### src/rtl/sprite_16x16_pkg.sv
// Shared constants for the 16x16 sprite overlay: widths, cell geometry,
// colour constants, the default bitmap and the cell-clamping helper.
package sprite_16x16_pkg;

  localparam int RGB_W      = 3;
  localparam int CELL_SHIFT = 4;
  localparam int SPRITE_DIM = 16;

  localparam logic [4:0] MAX_X_CELL    = 5'd31;
  localparam logic [4:0] MAX_Y_DEFAULT = 5'd29;

  localparam logic [RGB_W-1:0] COLOR_BLACK = 3'b000;
  localparam logic [RGB_W-1:0] COLOR_GREEN = 3'b010;
  localparam logic [RGB_W-1:0] COLOR_WHITE = 3'b111;

  // One word per sprite row; bit n is column n, 1 = opaque.
  localparam logic [SPRITE_DIM-1:0] SPRITE_BITMAP [SPRITE_DIM] = '{
    16'h0000, 16'h7FFE, 16'h7FFE, 16'h7FFE,
    16'h7FFE, 16'h7FFE, 16'h7FFE, 16'h7FFE,
    16'h7FFE, 16'h7FFE, 16'h7FFE, 16'h7FFE,
    16'h7FFE, 16'h7FFE, 16'h7FFE, 16'h0000
  };

  // sum is a 7-bit two's-complement cell position; bit 6 set means negative.
  function automatic logic [4:0] clamp_cell(input logic [6:0] sum, input logic [4:0] hi);
    if (sum[6])
      return 5'd0;
    else if (sum[5:0] > {1'b0, hi})
      return hi;
    else
      return sum[4:0];
  endfunction

endpackage

### src/rtl/sprite_16x16_rom.sv
// Sprite bitmap lookup: relative row in, 16-bit row mask out (combinational).
module sprite_rom
  import sprite_16x16_pkg::*;
(
  input  logic [3:0]            row,
  output logic [SPRITE_DIM-1:0] row_word
);

  always_comb begin
    row_word = SPRITE_BITMAP[row];
  end

endmodule

### src/rtl/sprite_16x16.sv
// Single-colour 16x16 sprite overlaid on a VGA pixel stream; position kept on a
// 16-pixel cell grid, updated by absolute or saturating relative commands.
module sprite_16x16
  import sprite_16x16_pkg::*;
#(
  parameter logic [4:0]       RESET_X     = 5'd0,
  parameter logic [4:0]       RESET_Y     = 5'd0,
  parameter logic [RGB_W-1:0] RESET_COLOR = COLOR_GREEN,
  parameter logic [4:0]       MAX_Y       = MAX_Y_DEFAULT
) (
  input  logic             Clock,
  input  logic             Reset,
  input  logic [9:0]       iColumnCount,
  input  logic [9:0]       iRowCount,
  input  logic             iEnable,
  input  logic [RGB_W-1:0] iColorBack,
  input  logic             iChangePos,
  input  logic             iAbsolute,
  input  logic [4:0]       iSetX,
  input  logic [4:0]       iSetY,
  input  logic [RGB_W-1:0] iNewColor,
  input  logic             iSetColor,
  output logic [RGB_W-1:0] oRGB
);

  logic [4:0]       pos_x_reg, pos_x_next;
  logic [4:0]       pos_y_reg, pos_y_next;
  logic [RGB_W-1:0] color_reg, color_next;
  logic [RGB_W-1:0] rgb_reg, rgb_next;

  logic [6:0]            sum_x, sum_y;
  logic [10:0]           col_rel, row_rel;
  logic                  hit, opaque;
  logic [SPRITE_DIM-1:0] row_word;

  // Position/colour update
  always_comb begin
    pos_x_next = pos_x_reg;
    pos_y_next = pos_y_reg;
    color_next = color_reg;
    sum_x      = {2'b00, pos_x_reg} + {{2{iSetX[4]}}, iSetX};
    sum_y      = {2'b00, pos_y_reg} + {{2{iSetY[4]}}, iSetY};
    if (iChangePos) begin
      if (iAbsolute) begin
        pos_x_next = iSetX;
        pos_y_next = (iSetY > MAX_Y) ? MAX_Y : iSetY;
      end else begin
        pos_x_next = clamp_cell(sum_x, MAX_X_CELL);
        pos_y_next = clamp_cell(sum_y, MAX_Y);
      end
    end
    if (iSetColor)
      color_next = iNewColor;
  end

  // 11-bit differences: anything left of / above the origin goes negative and misses.
  assign col_rel = {1'b0, iColumnCount} - {2'b00, pos_x_reg, 4'b0000};
  assign row_rel = {1'b0, iRowCount}    - {2'b00, pos_y_reg, 4'b0000};
  assign hit     = (col_rel[10:CELL_SHIFT] == '0) && (row_rel[10:CELL_SHIFT] == '0);

  sprite_rom u_rom (
    .row      (row_rel[3:0]),
    .row_word (row_word)
  );

  assign opaque = row_word[col_rel[3:0]];

  always_comb begin
    rgb_next = iColorBack;
    if (iEnable && hit && opaque)
      rgb_next = color_reg;
  end

  always_ff @(posedge Clock) begin
    if (Reset) begin
      pos_x_reg <= RESET_X;
      pos_y_reg <= RESET_Y;
      color_reg <= RESET_COLOR;
      rgb_reg   <= COLOR_BLACK;
    end else begin
      pos_x_reg <= pos_x_next;
      pos_y_reg <= pos_y_next;
      color_reg <= color_next;
      rgb_reg   <= rgb_next;
    end
  end

  assign oRGB = rgb_reg;

endmodule

### config.mk
export PLATFORM = sky130hd
export DESIGN_NAME = sprite_16x16
export DESIGN_NICKNAME = d
export VERILOG_FILES = /design/src/rtl/sprite_16x16_pkg.sv /design/src/rtl/sprite_16x16_rom.sv /design/src/rtl/sprite_16x16.sv
export SDC_FILE = /design/constraint.sdc
export NUM_CORES = 1
export LEC_CHECK = 0
export ABC_CLOCK_PERIOD_IN_PS = 2000
export CAP_MARGIN = 20
export CORE_ASPECT_RATIO = 1.25
export CORE_MARGIN = 4
export CORE_UTILIZATION = 45
export DETAILED_ROUTE_END_ITERATION = 10
export PLACE_DENSITY_LB_ADDON = 0.05
export SKIP_CTS_REPAIR_TIMING = 1
export SLEW_MARGIN = 25
export SYNTH_ARGS = -nofsm -noshare
export SYNTH_HDL_FRONTEND = slang
export SYNTH_HIERARCHICAL = 1
export SYNTH_SLANG_ARGS = --single-unit
export TNS_END_PERCENT = 20
### constraint.sdc
create_clock -name Clock -period 2 [get_ports Clock]
set_input_delay 0.2 -clock Clock [delete_from_list [all_inputs] [get_ports Clock]]
set_output_delay 0.2 -clock Clock [all_outputs]
set_load 0.02 [all_outputs]
==> impl_summary.log, run 1 <==
INFO  metric finalCriticalPeriod = approximately 2000 ps
INFO  metric synthesis.instances = 206
INFO  metric power_per_cell_area = between 400 and 500 mW/mm^2
INFO  metric synth_async_sr_flop_share = 0%
INFO  metric placedCellCount = 289
INFO  metric status = completed
INFO  metric fin_nets = 325
INFO  metric fin_crit_sh = 99.87%
INFO  metric grt_first_pass_wirelength = 7065 um
INFO  metric critPathKind = reg -> reg
INFO  metric critPathLaunch = pos_y_reg[0]$_SDFFE_PP0P_
INFO  metric cts_made_buffers = 3
INFO  metric worst_ir_drop_vdd = 0.2192 mV
INFO  metric max_slew_margin = 57.43%
INFO  metric clkLatencyLatePin = 250 ps
INFO  metric drt_pre_antenna_iters = 4
INFO  metric vias = 1661
INFO  metric layout_setup_ws = 2.512 ps
INFO  metric clock_sink_count = 16
INFO  metric pwr-share-clk = 24.9%
INFO  metric synth_cell_type_count = 42
INFO  metric regArea = 321.6 um^2
INFO  metric average_wire_per_standard_cell = 14.57 um
INFO  metric cts_tree = yes
INFO  metric portBuffers = 44
INFO  metric instances_no_fill = 297
INFO  metric setup_repair_after_global_routing_missed_its_margin = true
INFO  metric multi_input_area = 0.001296 mm^2
INFO  metric n_fill_cell = ~300
INFO  metric postSynthRegisterBits = 16
INFO  metric post_synth_instance_area = 0.001730 mm^2
INFO  metric pwr-share-seq = 30.6%
INFO  metric initial_antenna_violation_count = 0
INFO  metric rows = 24
INFO  metric grt_pass1_vias = around 1700
INFO  metric synth_sequential_area_ratio = 18.51%
INFO  metric net_switching_fraction_of_the_power = 32.33%
INFO  metric antenna_violating_nets_post_route = 0
INFO  metric cts.root.buffer_cell = clkbuf_8
INFO  metric critical_path.max_fanout = 5
INFO  metric drt-vias-per-instance = 5.593
INFO  metric drive_above_1_share = between 10% and 20%
INFO  metric globalplace.congestion = a little over 0.8
INFO  metric horizontal_die_dimension = between 60 and 70 um
INFO  metric die_area = 0.004908 mm^2
INFO  metric post-place-ws = -478.4 ps
INFO  metric initial_utilization = 48.02%
INFO  metric max_cap_viol_count = 0
INFO  metric maxSlewViolCount = 0
INFO  metric worst_hold_path_type = in -> reg
INFO  metric setup.worst_path.start_class = flop
INFO  metric finalClockSkew = 2.854 ps
INFO  metric total_switching_power = 0.0003831 W
INFO  metric max_freq = approximately 0.5 GHz
INFO  metric die_h = 77.33 um
INFO  metric timing.final.hold_violations = 0
INFO  metric r2r-start = pos_y_reg[0]$_SDFFE_PP0P_
INFO  metric wire_length_after_detailed_routing = 4328 um
INFO  metric detailedRoute.firstIterationViolations = between 50 and 60
INFO  metric drc_errors = 0
INFO  metric critPathRequiredTime = 2150 ps
INFO  metric ctsLongestPathBuffers = 2
INFO  metric intPower = 0.0008018 W
INFO  metric grt_max_degree = 20
INFO  metric cts_htree_levels = 1
INFO  metric p_comb_share = between 40% and 50%
INFO  metric yosysWarnings = 6
INFO  metric number_of_enable_type_register_cells_in_the_synthesized_netlist = 0
INFO  metric cts_clk_pin_slew_worst_paths = approximately 70 ps
INFO  metric gr-total-overflow = 0
INFO  metric boundaryPins = 45
INFO  metric tightest_slew = 636.6 ps
INFO  metric antenna_cells = 0
INFO  metric power_leakage = 1.099 nW
INFO  metric critical_path.endpoint_type = flop
INFO  metric critical_path_arrival = 2150 ps
INFO  metric core_area = 0.003603 mm^2
INFO  metric synth.avg_cell_area = 8.400 um^2
INFO  metric hp-start = iSetX[0]
INFO  metric grtUsageTotal = 17.41%
INFO  metric ys_dominant_reg_cell = dfxtp_1
INFO  metric area_delta_synth_final = 39.77%
INFO  metric detailed_place_hpwl = 3469 um
INFO  metric finalSetupViolCount = 0
layout make-up:
class | count | share of cell area (%)
Inverter | 19 | 2.949
Sequential cell | 16 | 13.30
Clock buffer | 4 | 2.276
Timing Repair Buffer | 66 | 25.87
Tap cell | 39 | 2.018
Multi-Input combinational cell | 153 | 53.60
power by group through the flow:
stage | clock network (W) | logic, W | registers (W)
6_report | 0.000295 | 0.000528 | 0.000362
5_1_grt | 0.000311 | 0.000587 | 0.000365
4_1_cts | 0.000295 | 0.000499 | 0.000362
3_5_place_dp | 0 | 0.000495 | 0.000368
3_3_place_gp | 0 | 0.000485 | 0.000368
2_1_floorplan | 0 | 0.000295 | 0.000367
routing by layer:
metal	wire, um	vias up	GRT usage (%)
li1	-	830	-
met1	1791	771	19.68
met2	2253	48	32.08
met3	180	12	3.035
met4	102	0	6.695
met5	0	-	0
kinds of logic after synthesis:
logic type	Yosys count	share of synthesized area (%)
buf+inv	39	11.71
other cells	1	0.2167
xor+xnor	12	6.074
mux	10	9.328
compound gates	52	20.75
flops	16	18.51
simple gates	52	15.18
fa+ha+maj	24	18.22
critical path: stages, from the launching register on:
cell and delay, ps:
dfxtp_2 340, ha_4 160, fa_2 370, a21oi_2 190, o21ai_2 80, xor2_1 170, nor2_2 200, o21ai_1 100
a311oi_1 280
path summary, 6_finish.rpt:
| kind | endpoint | slack [ps] | cells after the start |
|---|---|---|---|
| worst max-delay path | pos_y_reg[3]$_SDFFE_PP0P_ | 3 | 8 |
| worst min-delay path | pos_x_reg[0]$_SDFFE_PP0P_ | 270 | 3 |
| worst max register to register | pos_y_reg[3]$_SDFFE_PP0P_ | 3 | 8 |
| worst min register to register | oRGB[1]$_SDFF_PP0_ | 470 | 2 |
cell usage in the layout (no fill, tap or decap), types with 4 or more instances in the layout:
| master | n |
|---|---|
| a21oi_1 | 6 |
| a21oi_2 | 4 |
| a311oi_1 | 9 |
| buf_4 | 22 |
| clkbuf_8 | 4 |
| clkdlybuf4s50_1 | 36 |
| dfxtp_1 | 15 |
| dlymetal6s2s_1 | 8 |
| ha_1 | 20 |
| inv_1 | 19 |
| mux2i_1 | 6 |
| nand2_1 | 12 |
| nand2b_1 | 7 |
| nor2_1 | 16 |
| o21ai_0 | 4 |
| o21ai_1 | 12 |
| xnor2_1 | 6 |
| xor2_1 | 4 |
metrics by stage:
stage | area (um^2) | total power [W] | util, % | setup TNS [ps] | hold WS (ps)
2_1_floorplan | 1734 | 0.0006612 | - | 0 | 317.9
3_3_place_gp | 2235 | 0.0008522 | 62.01 | -4293 | 458.4
3_5_place_dp | 2235 | 0.0008631 | 62.01 | -5196 | 466.8
4_1_cts | 2290 | 0.001156 | 63.54 | -1817 | 477.9
5_1_grt | 2419 | 0.001263 | 67.12 | -970.7 | 301.5
6_report | 2419 | 0.001185 | 67.12 | 0 | 266.8
cell usage after synthesis (3+ instances only):
cell / count / area (um^2)
inv_1: 19 / 71.32
mux2i_1: 6 / 60.06
a311oi_1: 9 / 78.83
xor2_1: 5 / 43.79
nand3_1: 3 / 15.01
xnor2_1: 7 / 61.31
o21ai_0: 4 / 20.02
dfxtp_1: 16 / 320.3
clkbuf_1: 4 / 15.01
buf_4: 15 / 112.6
nand2_1: 12 / 45.04
nor3_1: 3 / 15.01
nand2b_1: 7 / 43.79
o21ai_1: 13 / 65.06
a21oi_1: 9 / 45.04
ha_1: 22 / 275.3
mux4_1: 3 / 78.83
nor2_1: 19 / 71.32
Power figures use the tool's default switching activity.
==> run 2: changes to the inputs <==
- ABC_CLOCK_PERIOD_IN_PS: 2000 -> default
- CORE_MARGIN: 4 -> 3
- GPL_TIMING_DRIVEN: default -> 0
==> run 2 against run 1 <==
  * The flow now finishes with violations (negative setup slack)
  * Clock skew rose by 0.53 ps
  * Core utilization barely moved
  * First-iteration DRC count rose by 5.7%
  * Flip-flop and latch count did not move
  * Critical endpoint is now pos_x_reg[4]$_SDFFE_PP0P_
  * Highest routed layer unchanged
==> impl_summary.log, run 2 (synthesis results as in run 1) <==
INFO  metric grt_first_pass_wirelength = approximately 5900 um
INFO  metric ctsLongestPathBuffers = 2
INFO  metric cts_htree_levels = 1
INFO  metric clkLatencyLatePin = 250 ps
INFO  metric initial_antenna_violation_count = 0
INFO  metric portBuffers = 42
INFO  metric detailedRoute.firstIterationViolations = 56
INFO  metric average_wire_per_standard_cell = 13.54 um
INFO  metric worst_hold_path_type = in -> reg
INFO  metric instances_no_fill = roughly 300
INFO  metric critical_path.endpoint_type = flop
INFO  metric final_common_cell = clkdlybuf4s50_1
INFO  metric horizontal_die_dimension = approximately 61 um
INFO  metric stdcell_area = approximately 0.0024 mm^2
INFO  metric holdWs = roughly 340 ps
INFO  metric ff2ff_path_depth = 8
INFO  metric gr-total-overflow = 0
INFO  metric detailed_place_hpwl = roughly 3100 um
INFO  metric placedCellCount = approximately 290
INFO  metric grt_pass1_vias = 1402
INFO  metric critical_path.max_fanout = 5
INFO  metric timing.final.hold_violations = 0
INFO  metric cp_slowest_stage_delay = about 440 ps
INFO  metric finalClockSkew = 3.389 ps
INFO  metric wire_length_after_detailed_routing = 4021 um
INFO  metric crit_slowest_cell = clkdlybuf4s50_1
INFO  metric setup.worst_path.start_class = input pin
INFO  metric core_area = between 0.003 and 0.004 mm^2
INFO  metric die_area = between 0.004 and 0.005 mm^2
INFO  metric globalplace.congestion = 0.8079
INFO  metric grtUsageTotal = 16.44%
INFO  metric max_freq = between 0.4 and 0.5 GHz
INFO  metric cts_made_buffers = 3
INFO  metric drc_errors = 0
INFO  metric setup_total_negative_slack = -72.66 ps
INFO  metric initial_utilization = 48.02%
INFO  metric vias = ~1600
INFO  metric min_to = pos_y_reg[1]$_SDFFE_PP0P_
INFO  metric grt_max_degree = 15
INFO  metric cts_clk_pin_slew_worst_paths = roughly 70 ps
INFO  metric cp_cell_sequence = clkdlybuf4s50_1, ha_2, fa_2, a21oi_2, o21ai_1, xor2_1, nor2_2, o21ai_1, a311oi_1
INFO  metric status = complete, but fails checks
INFO  metric critPathRequiredTime = 2150 ps
INFO  metric timing.critical_path.mode_cell = o21ai_1
INFO  metric finalSetupViolCount = 3
INFO  metric fin_nets = 325
INFO  metric wl_met1 = about 1800 um
INFO  metric r2r-start = pos_y_reg[0]$_SDFFE_PP0P_
INFO  metric hold_depth = 2
INFO  metric setup_repair_after_global_routing_missed_its_margin = true
INFO  metric most-common-layout-cells = clkdlybuf4s50_1, inv_1, buf_4
INFO  metric critical_path_arrival = 2200 ps
INFO  metric cts.root.buffer_cell = clkbuf_8
INFO  metric drt-vias-per-instance = 5.290
INFO  metric antenna_violating_nets_post_route = 0
INFO  metric boundaryPins = 45
INFO  metric power_per_cell_area = 480.9 mW/mm^2
INFO  metric die_h = 75.33 um
INFO  metric hp-start = Reset
INFO  metric fin_crit_sh = 102.5%
INFO  metric critPathKind = in -> reg
INFO  metric clock_sink_count = 16
INFO  metric drive_above_1_share = between 20% and 30%
INFO  metric finalCriticalPeriod = 2050 ps
INFO  metric postPlaceCellArea = 0.002203 mm^2
INFO  metric cts_tree = yes
INFO  metric worst-path-buf-inv = 1
INFO  metric met2_wirelength = 2077 um
INFO  metric worst_ir_drop_vdd = 0.2661 mV
INFO  metric area_delta_synth_final = 39.70%
INFO  metric critical-path-top-delay-family = compound AO/OA/AOI/OAI gates
INFO  metric power_leakage = about 1.1 nW
INFO  metric r2r_setup_slack = 0 ps
INFO  metric rows = 24
INFO  metric drt_pre_antenna_iters = 4
INFO  metric maxUsedRoutingLayer = met4
INFO  metric antenna_cells = 0
INFO  metric met3RoutedLength = 173 um
INFO  metric max_cap_viol_count = 0
INFO  metric crit-reg2reg-capture = pos_y_reg[0]$_SDFFE_PP0P_
INFO  metric layout_setup_ws = -49.69 ps
INFO  metric violated_checks = negative setup slack
INFO  metric maxSlewViolCount = 0
==> run 2: layer usage <==
metal / up-vias / GRT usage, %
met5: - / 0
li1: 831 / -
met2: 36 / 29.18
met3: 2 / 2.712
met1: 702 / 20.23
met4: 0 / 4.717
==> run 2: how the worst max path moves through the flow <==
stage,from,end,slack [ps],depth (start not counted)
2_1_floorplan,iRowCount[1],oRGB[0]$_SDFF_PP0_,70,9
3_3_place_gp,iRowCount[3],oRGB[0]$_SDFF_PP0_,-570,10
3_5_place_dp,iRowCount[3],oRGB[0]$_SDFF_PP0_,-630,10
4_1_cts,iRowCount[3],oRGB[0]$_SDFF_PP0_,-360,10
5_1_grt,iSetX[1],pos_x_reg[1]$_SDFFE_PP0P_,-150,8
6_report,iSetX[0],pos_x_reg[4]$_SDFFE_PP0P_,-50,9
==> run 2: area by class of cell <==
cell class                 instances  area [um^2]
sequential                        16        324.1
buffer                            20        131.4
inverter                          19        71.32
tap                               39        48.80
timing repair buffer              46        457.9
clock buffer                       4        55.05
multi-input combinational        153         1329
fill                             319         1186
==> run 2: metrics by stage <==
stage                     power [W]  util (%)  worst slack [ps]
after global placement    0.0008187     61.15            -569.9
after CTS                  0.001115     62.67            -364.6
after detailed placement  0.0008214     61.15            -629.1
final                      0.001163     67.08            -49.69
after global routing       0.001242     67.08            -153.4
after floorplan           0.0006612         -             67.19
==> run 2: power by group <==
group | internal (W) | total (W) | switching [W]
logic | 0.000271 | 0.000510 | 0.000239
clock network | 0.000175 | 0.000291 | 0.000116
registers | 0.000342 | 0.000361 | 0.0000192
total | 0.000788 | 0.00116 | 0.000374
==> RTL edit 1 (settings of run 1) <==
The output `oRGB` loses its register stage (`rgb_reg` becomes a continuous assignment).
--- a/src/rtl/sprite_16x16.sv
+++ b/src/rtl/sprite_16x16.sv
@@ -76,14 +76,14 @@
       pos_x_reg <= RESET_X;
       pos_y_reg <= RESET_Y;
       color_reg <= RESET_COLOR;
-      rgb_reg   <= COLOR_BLACK;
     end else begin
       pos_x_reg <= pos_x_next;
       pos_y_reg <= pos_y_next;
       color_reg <= color_next;
-      rgb_reg   <= rgb_next;
     end
   end
+
+  assign rgb_reg = rgb_next;
 
   assign oRGB = rgb_reg;
 
Function: changed (a bounded check fails within 4 cycles, from zero or initial values and one cycle with Reset high).
==> RTL edit 1 against run 1 <==
The run now ends with negative setup slack left; die area up 2.6%; power up 1.2%; sequential cell count down 3; routed wire length up 11%; clock power down 18%; worst setup slack worse by 410 ps; cell count up 8.8%; critical path depth unchanged; final area up 11%; clock skew down 1.5 ps; synthesized area up 3.0%; synthesized cell count down 0.49%; via count up 5.4%; largest power group unchanged.
==> RTL edit 1: results (changes against run 1) <==
stage	metric	value	unit	change
run_status	outcome	finished with violations		
run_status	violations	negative setup slack		
global_routing	grt_max_degree	15		-25%
worst_setup_path	arrival	2200	ps	+50 ps
logic_synthesis	async_flop_share	0	%	unchanged
logic_synthesis	synth-seq-area-share	14.6	%	-3.9 points
logic_synthesis	synth_compound_area_share	24.9	%	+4.2 points
final_layout	nets	336		+3.4%
global_routing	grt_pass1_wl	7780	um	+10%
global_routing	grt_pass1_vias	1776		+7.2%
global_routing	antenna_found_initial	0		unchanged
timing	setup_tns	-2200	ps	-2200 ps
placed_design	dp_hpwl	3830	um	+11%
detailed_routing	vias_per_cell	5.42		-3.1%
logic_synthesis	yosys.cell_types.count	50		+19%
detailed_routing	first_pass_iters	4		unchanged
detailed_routing	wl	4800	um	+11%
global_routing	grt.total_usage	19.1	%	+1.7 points
pwr	power_leakage	1.15	nW	+4.8%
final_layout	n_fill_cell	324		+6.9%
detailed_routing	vias	1750		+5.4%
clocking	numCtsBuffers	3		unchanged
placed_design	dp_cells	317		+9.7%
logic_synthesis	syn_area_per_cell	8.69	sq um	+3.5%
timing	worst_slack	-405	ps	-407 ps
logic_synthesis	synth-adder-area-share	17.7	%	-0.52 points
logic_synthesis	synthCells	205		-0.49%
logic_synthesis	synth_area_leaders	ha_1 (15%), dfxtp_1 (15%), buf_4 (6.3%)		
timing	finalClockSkew	1.36	ps	-1.49 ps
clocking	clk_latency	250	ps	about the same
placed_design	preCtsSetupSlack	-1080	ps	-600 ps
timing	setup_viol	13		+13
logic_synthesis	synth_xor_area_share	4.42	%	-1.6 points
clocking	cts.clk_slew.worst_paths	60	ps	
logic_synthesis	synth_mux_area_share	10.4	%	+1.1 points
min_path	hp-class	reg -> reg		
pwr	vdd_ir_drop_max	0.217	mV	-0.82%
worst_setup_path	path_max_fanout	3		-2
detailed_routing	drtIter0Drc	56		+5.7%
placed_design	globalplace.congestion	0.806		-2.9%
final_layout	drive_above_1_share	34.9	%	+15 points
logic_synthesis	yosysWarnings	6		unchanged
logic_synthesis	synth_common_cells	ha_1 (22), inv_1 (18), nor2_1 (18)		
RTL edit 1: cell types whose count changed in the layout (fill, tap and decap cells not counted), moves of 7 or more:
cell	delta
buf_4	+12
dfxtp_1	-7
o211ai_1	+9
o21ai_1	-12
RTL edit 1: worst paths after layout:
check / to / cells past startpoint / from / slack [ps]
worst max-delay path: oRGB[1] / 8 / iRowCount[7] / -400
worst min-delay path: color_reg[0] / 2 / color_reg[0] / 540
worst max register to register: pos_x_reg[0] / 9 / pos_x_reg[0] / -140
worst min register to register: color_reg[0] / 2 / color_reg[0] / 540
RTL edit 1: kinds of logic after synthesis:
| logic type | count (synthesis) |
|---|---|
| compound gates | 55 |
| fa+ha+maj | 24 |
| flops | 13 |
| simple gates | 51 |
| other cells | 1 |
| buf+inv | 40 |
| mux | 12 |
| xor+xnor | 9 |
RTL edit 1: per-stage QoR:
stage	hold WS (ps)	cell area, sq um	util, %	total power, mW
3_5_place_dp	499	2420	63.4	0.880
5_1_grt	568	2680	70.1	1.28
3_3_place_gp	490	2420	63.4	0.862
4_1_cts	512	2460	64.6	1.12
6_report	536	2680	70.1	1.20
2_1_floorplan	299	1850	-	0.644
RTL edit 1: metal layers:
layer,GRT usage [%],routed length (um),vias to the layer above
met5,0,0,-
met4,6.55,70,0
met3,2.58,168,6
met2,36.2,2670,37
met1,21.4,1890,833
li1,-,-,874
RTL edit 1: cell type report:
class                   instances  area share (%)
flip-flops and latches         13            9.96
inverters                      18            2.53
multi-input cells             154            55.9
clock buffers                   4            1.68
repair buffers                 80            27.4
well taps                      54            2.53
RTL edit 1: report_power, final:
part	switching [mW]	total, mW	internal (mW)
clock network	0.102	0.243	0.141
logic	0.300	0.662	0.361
registers	0.0132	0.295	0.282
RTL edit 1: critical path, stage by stage:
cell,delay (ps)
clkdlybuf4s50_1,510
ha_4,220
buf_6,120
xnor2_2,150
a2111oi_4,380
nand4_4,170
mux2_4,330
buf_6,130
==> RTL edit 2 (settings of run 1) <==
Without the edit above. Change the package constant `CELL_SHIFT` from 4 to 3.
--- a/src/rtl/sprite_16x16_pkg.sv
+++ b/src/rtl/sprite_16x16_pkg.sv
@@ -3,7 +3,7 @@
 package sprite_16x16_pkg;
 
   localparam int RGB_W      = 3;
-  localparam int CELL_SHIFT = 4;
+  localparam int CELL_SHIFT = 3;
   localparam int SPRITE_DIM = 16;
 
   localparam logic [4:0] MAX_X_CELL    = 5'd31;
Function: changed (a bounded check fails within 4 cycles, from zero or initial values and one cycle with Reset high).
==> RTL edit 2 against run 1 <==
The run now ends with negative setup slack left; worst setup slack worse by 430 ps; synthesized area is 9.0% higher; final area up 13%; core utilization about the same; global-route usage up 1.3 points; power increased by 10%; routed wire length rose by 6.6%; sequential cell count unchanged; largest power group unchanged.
==> RTL edit 2: results (changes against run 1) <==
stage	metric	value	unit	change
run_status	outcome	finished with violations		
run_status	violations	negative setup slack		
detailed_routing	drtIter0Drc	81		+53%
final_layout	diodes	0		unchanged
clocking	cts_htree_levels	1		unchanged
detailed_routing	first_pass_iters	4		unchanged
global_routing	grt_pass1_vias	1843		+11%
pwr	vdd_ir_drop_max	0.250	mV	+14%
global_routing	grt_util_met2	33.5	%	+1.4 points
min_path	hp-class	reg -> reg		
worst_setup_path	crit_type	reg -> reg		
placed_design	dp_hpwl	3980	um	+15%
detailed_routing	top_layer	met4		
clocking	clk_latency	250	ps	about the same
final_layout	drive_above_1_share	23.9	%	+4.1 points
worst_setup_path	arrival	2550	ps	+400 ps
clocking	numCtsBuffers	3		unchanged
worst_setup_path	worst_path_max_delay_cell	or4b_4		
timing	finalClockSkew	6.22	ps	+3.36 ps
global_routing	grt.total_usage	18.7	%	+1.3 points
worst_setup_path	cp_top_family	compound AO/OA/AOI/OAI gates		
pwr	power_leakage	1.16	nW	+5.7%
logic_synthesis	yosysWarnings	6		unchanged
placed_design	preCtsSetupSlack	-801	ps	-322 ps
worst_setup_path	crit_end	oRGB[0]		
logic_synthesis	syn_nets	286		
timing	hold_viol_final	0		unchanged
detailed_routing	avgRoutedWirePerCell	13.2	um	-9.3%
worst_setup_path	path_max_fanout	3		-2
global_routing	grtUsageMet3	2.80	%	-0.24 points
clocking	clock_path_buffers	2		unchanged
global_routing	globalRouteMet1Util	22.7	%	+3.0 points
detailed_routing	vias_per_cell	5.38		-3.8%
detailed_routing	wl_met3	221	um	+23%
clocking	cts.clk_slew.worst_paths	70	ps	about the same
flow_run	maxCapViolCount	0		unchanged
final_layout	nets	362		+11%
pwr	p_int	0.869	mW	+8.4%
clocking	root_buffer	clkbuf_8		
timing	setup_viol	6		+6
global_routing	grt_max_degree	20		unchanged
worst_setup_path	cp_slowest_stage_delay	570	ps	+200 ps
min_path	worstHoldPathCells	2		-1
timing	worstMarginPinSlew	628	ps	-8.77 ps
global_routing	grt_pass1_wl	7950	um	+12%
placed_design	globalplace.congestion	0.827		-0.34%
detailed_routing	met1_length	2080	um	+16%
worst_setup_path	r2r_start	pos_x_reg[0]		
timing	worst_slack	-430	ps	-432 ps
worst_setup_path	r2r_cells	8		unchanged
detailed_routing	route.met2.wl	2250	um	unchanged
placed_design	io_buffers	44		unchanged
-- RTL edit 2: worst min-delay path by stage --
stage | from | to | slack, ps
floorplan | Reset | pos_y_reg[0] | 270
global placement | color_reg[0] | oRGB[0] | 470
detailed placement | color_reg[1] | oRGB[1] | 470
CTS | color_reg[1] | oRGB[1] | 480
global route | color_reg[0] | oRGB[0] | 500
finish | color_reg[1] | oRGB[1] | 490
-- RTL edit 2: power by group through the flow --
| stage | sequential, mW | clock, mW | combinational (mW) |
|---|---|---|---|
| final | 0.358 | 0.286 | 0.661 |
| after CTS | 0.358 | 0.291 | 0.650 |
| after global placement | 0.364 | 0 | 0.638 |
| after global routing | 0.361 | 0.305 | 0.733 |
| after detailed placement | 0.365 | 0 | 0.647 |
| after floorplan | 0.367 | 0 | 0.366 |
-- RTL edit 2: area by class of cell --
| cell class | instances | area [sq um] |
|---|---|---|
| clock buffer | 4 | 55.1 |
| timing repair buffer | 83 | 741 |
| sequential | 16 | 323 |
| inverter | 19 | 71.3 |
| tap | 56 | 70.1 |
| fill | 364 | 1340 |
| multi-input combinational | 171 | 1470 |
-- RTL edit 2: worst register-to-register path, cell delays in order, from the launching register on --
cell and delay, ps:
dfxtp_2 350, ha_4 130, inv_2 30, fa_1 450
or4b_4 570, a221oi_4 230, o2111ai_2 190, o31ai_1 260
a21oi_1 90
-- RTL edit 2: metrics by stage --
step	utilization [%]	setup TNS, ps	hold WS, ps	instance area [sq um]	std cells
floorplan	-	-631	272	1900	218
global placement	64.7	-5450	469	2630	345
detailed placement	64.7	-5660	467	2630	345
CTS	66.0	-2730	480	2690	349
global route	67.1	-2730	504	2730	349
finish	67.1	-1290	488	2730	349
